===== src/rtl/pipeline_pkg.sv =====
// Shared pipeline definitions: hazard FSM state encoding, register/latency
// constants and the NOP word used when IF/ID is flushed.
package pipeline_pkg;

  typedef enum logic {
    RUN     = 1'b0,
    MD_WAIT = 1'b1
  } state_t;

  localparam logic [4:0]  REG_ZERO           = 5'd0;
  localparam int          MD_LATENCY_DEFAULT = 4;
  localparam logic [31:0] NOP_INSTR          = 32'h0;

endpackage


===== src/rtl/hazard_stall_ctrl_if.sv =====
// Hazard-control bundle between the pipeline datapath and the stall controller.
// master = stall controller, slave = pipeline datapath.
interface hazard_stall_ctrl_if #(
  parameter int CNT_W = 16
);
  logic [4:0]       id_rs;
  logic [4:0]       id_rt;
  logic             id_uses_rt;
  logic             ex_mem_read;
  logic [4:0]       ex_rt;
  logic             ex_branch_taken;
  logic             ex_jump;
  logic             ex_md_start;

  logic             pc_enable;
  logic             ifid_enable;
  logic             ifid_flush;
  logic             idex_enable;
  logic             idex_bubble;
  logic             md_busy;
  logic [CNT_W-1:0] stall_cycles;

  modport master (
    input  id_rs, id_rt, id_uses_rt, ex_mem_read, ex_rt,
           ex_branch_taken, ex_jump, ex_md_start,
    output pc_enable, ifid_enable, ifid_flush, idex_enable, idex_bubble,
           md_busy, stall_cycles
  );

  modport slave (
    output id_rs, id_rt, id_uses_rt, ex_mem_read, ex_rt,
           ex_branch_taken, ex_jump, ex_md_start,
    input  pc_enable, ifid_enable, ifid_flush, idex_enable, idex_bubble,
           md_busy, stall_cycles
  );

endinterface


===== src/rtl/load_use_detect.sv =====
// Combinational load-use hazard detector: a load in EX whose destination is
// read by the instruction in ID. $0 is hardwired and never hazards.
module load_use_detect
  import pipeline_pkg::*;
(
  input  logic [4:0] id_rs,
  input  logic [4:0] id_rt,
  input  logic       id_uses_rt,
  input  logic       ex_mem_read,
  input  logic [4:0] ex_rt,
  output logic       hazard
);

  assign hazard = ex_mem_read && (ex_rt != REG_ZERO) &&
                  ((ex_rt == id_rs) || (id_uses_rt && (ex_rt == id_rt)));

endmodule


===== src/rtl/hazard_stall_ctrl.sv =====
// Pipeline stall/flush controller: load-use stalls, EX branch/jump flushes and
// multi-cycle mult/div freezes, plus a saturating stall-cycle counter.
module hazard_stall_ctrl
  import pipeline_pkg::*;
#(
  parameter int MD_LATENCY = MD_LATENCY_DEFAULT,
  parameter int CNT_W      = 16
) (
  input  logic                clock,
  input  logic                reset,
  hazard_stall_ctrl_if.master bus
);

  localparam logic [3:0] CNT_LOAD = 4'(MD_LATENCY - 1);

  state_t           state_reg, state_next;
  logic [3:0]       cnt_reg, cnt_next;
  logic [CNT_W-1:0] stall_reg;
  logic             hazard;
  logic             redirect;
  logic             pc_en, ifid_en, idex_en, flush, bubble, busy;

  load_use_detect u_load_use_detect (
    .id_rs       (bus.id_rs),
    .id_rt       (bus.id_rt),
    .id_uses_rt  (bus.id_uses_rt),
    .ex_mem_read (bus.ex_mem_read),
    .ex_rt       (bus.ex_rt),
    .hazard      (hazard)
  );

  assign redirect = bus.ex_branch_taken | bus.ex_jump;

  always_comb begin
    pc_en      = 1'b1;
    ifid_en    = 1'b1;
    idex_en    = 1'b1;
    flush      = 1'b0;
    bubble     = 1'b0;
    busy       = 1'b0;
    state_next = state_reg;
    cnt_next   = cnt_reg;

    if (reset) begin
      pc_en      = 1'b0;
      ifid_en    = 1'b0;
      idex_en    = 1'b0;
      flush      = 1'b1;
      bubble     = 1'b1;
      state_next = RUN;
      cnt_next   = 4'd0;
    end else begin
      case (state_reg)
        RUN: begin
          if (redirect) begin
            flush  = 1'b1;
            bubble = 1'b1;
          end else if (bus.ex_md_start) begin
            pc_en      = 1'b0;
            ifid_en    = 1'b0;
            idex_en    = 1'b0;
            busy       = 1'b1;
            state_next = MD_WAIT;
            cnt_next   = CNT_LOAD;
          end else if (hazard) begin
            pc_en   = 1'b0;
            ifid_en = 1'b0;
            bubble  = 1'b1;
          end
        end
        MD_WAIT: begin
          if (cnt_reg != 4'd0) begin
            // EX is frozen, so nothing it reports can be acted on yet.
            pc_en    = 1'b0;
            ifid_en  = 1'b0;
            idex_en  = 1'b0;
            busy     = 1'b1;
            cnt_next = cnt_reg - 4'd1;
          end else begin
            state_next = RUN;
            if (redirect) begin
              flush  = 1'b1;
              bubble = 1'b1;
            end else if (hazard) begin
              pc_en   = 1'b0;
              ifid_en = 1'b0;
              bubble  = 1'b1;
            end
          end
        end
        default: begin
          state_next = RUN;
          cnt_next   = 4'd0;
        end
      endcase
    end
  end

  always_ff @(posedge clock or posedge reset) begin
    if (reset) begin
      state_reg <= RUN;
      cnt_reg   <= 4'd0;
      stall_reg <= '0;
    end else begin
      state_reg <= state_next;
      cnt_reg   <= cnt_next;
      if (!pc_en && (stall_reg != {CNT_W{1'b1}}))
        stall_reg <= stall_reg + 1'b1;
    end
  end

  assign bus.pc_enable    = pc_en;
  assign bus.ifid_enable  = ifid_en;
  assign bus.idex_enable  = idex_en;
  assign bus.ifid_flush   = flush;
  assign bus.idex_bubble  = bubble;
  assign bus.md_busy      = busy;
  assign bus.stall_cycles = stall_reg;

endmodule


===== src/flat_wrapper.sv =====
// flat-port wrapper written by rule: the top's interface ports become plain ports
module hazard_stall_ctrl_flat import pipeline_pkg::*;
#(
  parameter int MD_LATENCY = MD_LATENCY_DEFAULT,
  parameter int CNT_W      = 16
)
  (clock, reset, bus_id_rs, bus_id_rt, bus_id_uses_rt, bus_ex_mem_read, bus_ex_rt, bus_ex_branch_taken, bus_ex_jump, bus_ex_md_start, bus_pc_enable, bus_ifid_enable, bus_ifid_flush, bus_idex_enable, bus_idex_bubble, bus_md_busy, bus_stall_cycles);
  hazard_stall_ctrl_if #(.CNT_W(CNT_W)) bus_i ();
  input  logic clock;
  input  logic reset;
  input wire logic [$bits(bus_i.id_rs)-1:0] bus_id_rs;
  input wire logic [$bits(bus_i.id_rt)-1:0] bus_id_rt;
  input wire logic [$bits(bus_i.id_uses_rt)-1:0] bus_id_uses_rt;
  input wire logic [$bits(bus_i.ex_mem_read)-1:0] bus_ex_mem_read;
  input wire logic [$bits(bus_i.ex_rt)-1:0] bus_ex_rt;
  input wire logic [$bits(bus_i.ex_branch_taken)-1:0] bus_ex_branch_taken;
  input wire logic [$bits(bus_i.ex_jump)-1:0] bus_ex_jump;
  input wire logic [$bits(bus_i.ex_md_start)-1:0] bus_ex_md_start;
  output wire logic [$bits(bus_i.pc_enable)-1:0] bus_pc_enable;
  output wire logic [$bits(bus_i.ifid_enable)-1:0] bus_ifid_enable;
  output wire logic [$bits(bus_i.ifid_flush)-1:0] bus_ifid_flush;
  output wire logic [$bits(bus_i.idex_enable)-1:0] bus_idex_enable;
  output wire logic [$bits(bus_i.idex_bubble)-1:0] bus_idex_bubble;
  output wire logic [$bits(bus_i.md_busy)-1:0] bus_md_busy;
  output wire logic [$bits(bus_i.stall_cycles)-1:0] bus_stall_cycles;
  assign bus_i.id_rs = bus_id_rs;
  assign bus_i.id_rt = bus_id_rt;
  assign bus_i.id_uses_rt = bus_id_uses_rt;
  assign bus_i.ex_mem_read = bus_ex_mem_read;
  assign bus_i.ex_rt = bus_ex_rt;
  assign bus_i.ex_branch_taken = bus_ex_branch_taken;
  assign bus_i.ex_jump = bus_ex_jump;
  assign bus_i.ex_md_start = bus_ex_md_start;
  assign bus_pc_enable = bus_i.pc_enable;
  assign bus_ifid_enable = bus_i.ifid_enable;
  assign bus_ifid_flush = bus_i.ifid_flush;
  assign bus_idex_enable = bus_i.idex_enable;
  assign bus_idex_bubble = bus_i.idex_bubble;
  assign bus_md_busy = bus_i.md_busy;
  assign bus_stall_cycles = bus_i.stall_cycles;
  hazard_stall_ctrl #(.MD_LATENCY(MD_LATENCY), .CNT_W(CNT_W)) u_core (.clock(clock), .reset(reset), .bus(bus_i));
endmodule

===== config.mk =====
export PLATFORM = sky130hd
export DESIGN_NAME = hazard_stall_ctrl_flat
export DESIGN_NICKNAME = d
export VERILOG_FILES = /design/src/rtl/pipeline_pkg.sv /design/src/rtl/hazard_stall_ctrl_if.sv /design/src/rtl/load_use_detect.sv /design/src/rtl/hazard_stall_ctrl.sv /design/src/flat_wrapper.sv
export SDC_FILE = /design/constraint.sdc
export NUM_CORES = 1
export LEC_CHECK = 0
export ABC_AREA = 1
export BUFFER_PORTS_ARGS = -buffer_cell sky130_fd_sc_hd__clkbuf_2
export CORE_MARGIN = 4
export CORE_UTILIZATION = 31
export DETAILED_ROUTE_END_ITERATION = 12
export PLACE_DENSITY = 0.52
export SYNTH_ARGS = -nofsm -noshare
export SYNTH_HDL_FRONTEND = slang
export SYNTH_SLANG_ARGS = --single-unit

===== constraint.sdc =====
create_clock -name clock -period 3.4 [get_ports clock]
set_input_delay 0.17 -clock clock [delete_from_list [all_inputs] [get_ports clock]]
set_output_delay 0.17 -clock clock [all_outputs]
set_load 0.01 [all_outputs]

[Word level (Yosys, flattened, before mapping)]
Cells that the tools add are included.
Storage, ports and cells
  register bits after elaboration: 21
  bits of input ports: 22
  logic and storage cells: 55
Operators by class
  add/sub/neg operators: 2
  equality and inequality tests: 6
  multiplexer cells: 33
  bitwise operators: 2
  reduce and logical (&&, ||, !) cells: 9
Operators with widths (count)
  $mux W1: 23
  $add A16 B1 Y16 const B: 1
  $mux W4: 4
  $ne A16 B16 Y1 const B: 1
  $eq A5 B5 Y1: 2
  $pmux W1 S2: 5
  $ne A3 B3 Y1 const B: 3
  $pmux W4 S2: 1
  $reduce_bool A5 Y1: 1
  $logic_and A1 B1 Y1: 4
  $reduce_bool A4 Y1: 1
  $sub A4 B1 Y4 const B: 1
  $reduce_and A3 Y1: 1
  $logic_not A1 Y1: 1
  $logic_or A1 B1 Y1: 1
  $not A1 Y1: 1
  $or A1 B1 Y1: 1

[Logic depth before layout (Yosys ltp)]
  word-level depth: 11
  gate-level depth with buffers: 12
  gate-level depth less buffers: 11

[By module]
A second synthesis with hierarchy kept.
Unflattened totals
  cells, all modules: 230
  area, all modules: 1505.2 um2
Modules (own cells, without submodules)
  hazard_stall_ctrl: times used 1, cells each 178, area each 1298.7 um2
  load_use_detect: times used 1, cells each 52, area each 206.4 um2

[Least setup slack after synthesis]
No wires, ideal clock.
  path type: input-to-output
  from: in reset
  to: out bus_pc_enable
  data arrival time: 1.635 ns
  data required time: 3.230 ns
  setup slack: 1.595 ns
  cell stages on the path: 7
  buffers on the path: 2
  path through: inv_1 nand3_2 inv_1 nand2_2 buf_2 inv_1 buf_4
On the way
  cells in the longest elaborated chain, start to end: 1
RTL lines
  start, declared: RTL line flat_wrapper.sv:10  | input logic reset;
  $mux W1
  end, declared: RTL line flat_wrapper.sv:19  | output wire logic [$bits(bus_i.pc_enable)-1:0] bus_pc_enable;
No other way between the ends.

[Worst setup path after layout]
  from: reg u_core.cnt_reg[0]
  to: out bus_ifid_enable
On the way
  cells in the longest elaborated chain, start to end: 4
RTL lines
  start, declared: RTL line hazard_stall_ctrl.sv:17  | logic [3:0] cnt_reg, cnt_next;
  start signal, assigned: RTL line hazard_stall_ctrl.sv:106  | cnt_reg <= cnt_next;
  $reduce_bool A4 Y1: RTL line hazard_stall_ctrl.sv:72  | if (cnt_reg != 4'd0) begin
  $mux W1: RTL line hazard_stall_ctrl.sv:72
  $pmux W1 S2: RTL line hazard_stall_ctrl.sv:53  | case (state_reg)
  $mux W1: RTL line hazard_stall_ctrl.sv:44  | if (reset) begin
  end, declared: RTL line flat_wrapper.sv:20  | output wire logic [$bits(bus_i.ifid_enable)-1:0] bus_ifid_enable;
No other way between the ends.

==> flow_summary.yaml <==
die:
  die_h_um: 77.60
  fp.coreArea_um2: 4692
  initial_utilization_pct: 32.00
  fp-row-count: 25
  io_pins: 44
  die_w_um: 77.60
  dieArea_um2: 6021
place:
  dp_hpwl_um: 2707
  gp_congestion: 0.7729
  portBuffers: 43
  dp_slack_ns: 1.537
  dp_cells: 316
status:
  outcome: "complete, no violations"
clock_tree:
  cts_tree: "yes"
  ctsResizeCount: 0
  clock_latency_ns: 0.26
  post-cts-setup-buffers: 0
  numCtsBuffers: 3
  clk_pin_slew_ns: 0.08
  cts_htree_levels: 1
  numClockSinks: 21
  clock_path_buffers: 2
  ctsRootBufferMaster: "clkbuf_8"
timing:
  slew_headroom_pct: 72.35
  report.final.setup_viol: 0
  finalWorstSetupSlack_ns: 1.352
  slew_viol_final: 0
  fmax_ghz: 0.4882
  hold_viol_final: 0
  period_minus_slack_ns: 2.048
  fin_worst_skew_ns: 0.001868
  fin_crit_sh_pct: 60.25
  tns_ns: 0
  worst_pin_slew_ns: 0.4148
  rsz0062_at_grt: "no"
cells_and_area:
  stdcell_count: 321
  antenna_cells: 0
  final_common_cell: "nand2_1"
  drive_gt1_share_pct: 21.72
  utilization_pct: 38.75
  final_nets: 293
  final_cell_mix: "nand2_1 (82), clkbuf_2 (43), inv_1 (28), nand3_1 (25), dfrtp_1 (21)"
  nFillCells: 510
  largest_reg_flops: 16
  area_growth_pct: 21.08
detailed_routing:
  drtIter0Drc: 59
  wire_per_inst_um: 10.75
  viasPerCell: 4.458
  finalWirelength_um: 3452
  drtAntennaViolNets: 0
  first_pass_iters: 4
  vias: 1431
  drcViolationCount: 0
yosys:
  yosys_warnings: 0
  netlist_area_um2: 1501
  ys_seq_area_share_pct: 35.00
  avgSynthCellArea_um2: 6.763
  synth-seq-cells: 21
  synth_top_area_cell: "dfrtp_1"
  synth_area_leaders: "dfrtp_1 (35%), nand2_1 (21%), nand3_1 (8.3%)"
  yosysUniqueCellTypes: 24
  netlist.area_leader.share_pct: 35.00
  synth_nets: 247
  syn_inst: 222
critical_path:
  reg2reg_depth: 8
  critical_path_class: "reg -> out"
  critPathLaunchType: "flip-flop"
  ff2ff_setup_slack_ns: 1.53
  r2r-end: "u_core.bus.stall_cycles[4]$_DFFE_PP0P_"
  endpoint_kind: "output port"
  cp.required_ns: 3.23
  reg2reg_from: "u_core.bus.stall_cycles[0]$_DFFE_PP0P_"
  arrival_ns: 1.88
  crit_end: "bus_ifid_enable"
  crit_path_start: "u_core.cnt_reg[0]$_DFFE_PP0P_"
  crit_fanout: 19
power_and_ir_drop:
  leakage_nw: 1.023
  vdd_drop_max_mv: 0.1207
  finalPower_mw: 0.6815
  powerDensity_nw_per_um2: 374.9
min_path:
  hold_class: "in -> reg"
global_routing:
  grt_pass1_vias: 1433
  antenna_found_initial: 0
  grt_overflow: 0
  track_usage_pct: 12.19
  grt_max_degree: 25
  grt_first_pass_wirelength_um: 6113
flow_run:
  drv_cap: 0
report_power, final:
| part | switching, mW | internal [mW] |
|---|---|---|
| logic | 0.112 | 0.0845 |
| registers | 0.0422 | 0.281 |
| clock network | 0.0786 | 0.0834 |
| total | 0.232 | 0.449 |
cells by family after synthesis:
logic type	Yosys count	synth area share [%]
AOI/OAI and AO/OA	8	2.750
xor gates and xnor gates	14	8.167
adders and majority gates	3	2.500
buffers and inverters	36	9.916
DFF	21	35.00
and+or+nand+nor	140	41.67
Yosys cell counts:
cell type,n
inv_2,4
a31oi_1,1
nor3_1,7
xnor2_1,5
nor2_4,1
nand3_1,25
nand3_2,1
or3_4,1
buf_2,2
nand2_4,2
ha_1,3
nand3b_1,2
nand4_1,3
buf_4,1
dfrtp_1,21
inv_1,28
o21ai_0,4
nand2_2,1
buf_6,1
nor3_2,1
nand2_1,82
nor2_1,14
xor2_1,9
a21oi_1,3
final cells by class:
class | instances | area [um2] | area share (%)
Sequential cell | 21 | 525.5 | 28.91
Tap cell | 54 | 67.56 | 3.716
Timing Repair Buffer | 45 | 232.7 | 12.80
Inverter | 32 | 120.1 | 6.607
Clock buffer | 4 | 45.04 | 2.478
Multi-Input combinational cell | 165 | 827.0 | 45.49
per-stage QoR:
step	hold WS, ns	instance area (um2)
floorplan	0.1888	1501
global placement	0.2745	1763
detailed placement	0.2766	1763
CTS	0.3279	1818
global route	0.3567	1818
finish	0.3321	1818
metal layers:
metal	share of wire (%)	track usage, %	vias to the layer above	routed length [um]
met5	0	0	-	0
met4	1.3	4.270	0	44
met3	4.3	2.320	4	149
met2	45	21.06	24	1565
met1	49	15.04	619	1693
li1	-	-	784	-
worst max-delay path, cell delays in order, from the launching register on:
cell and delay [ns]:
dfrtp_1 0.40, inv_1 0.10, ha_1 0.15, nand3_1 0.08, nand2_1 0.11, nand3_2 0.14, inv_1 0.12, nand2_2 0.24
inv_1 0.15, clkbuf_2 0.14
worst min-delay path by stage:
stage	startpoint	end	slack [ns]	cells past startpoint
after floorplan	reset	u_core.bus.stall_cycles[0]$_DFFE_PP0P_	0.19	1
after global placement	reset	u_core.cnt_reg[1]$_DFFE_PP0P_	0.27	3
after detailed placement	reset	u_core.cnt_reg[2]$_DFFE_PP0P_	0.28	3
after CTS	bus_ex_md_start	u_core.cnt_reg[2]$_DFFE_PP0P_	0.33	4
after global routing	bus_ex_md_start	u_core.cnt_reg[2]$_DFFE_PP0P_	0.36	4
final	bus_ex_md_start	u_core.cnt_reg[2]$_DFFE_PP0P_	0.33	4
repair_timing:
action	CTS	global route
hold endpoints to repair	21	0
setup endpoints to repair	0	0
hold buffers	1	0
(Power assumes the default switching activity.)
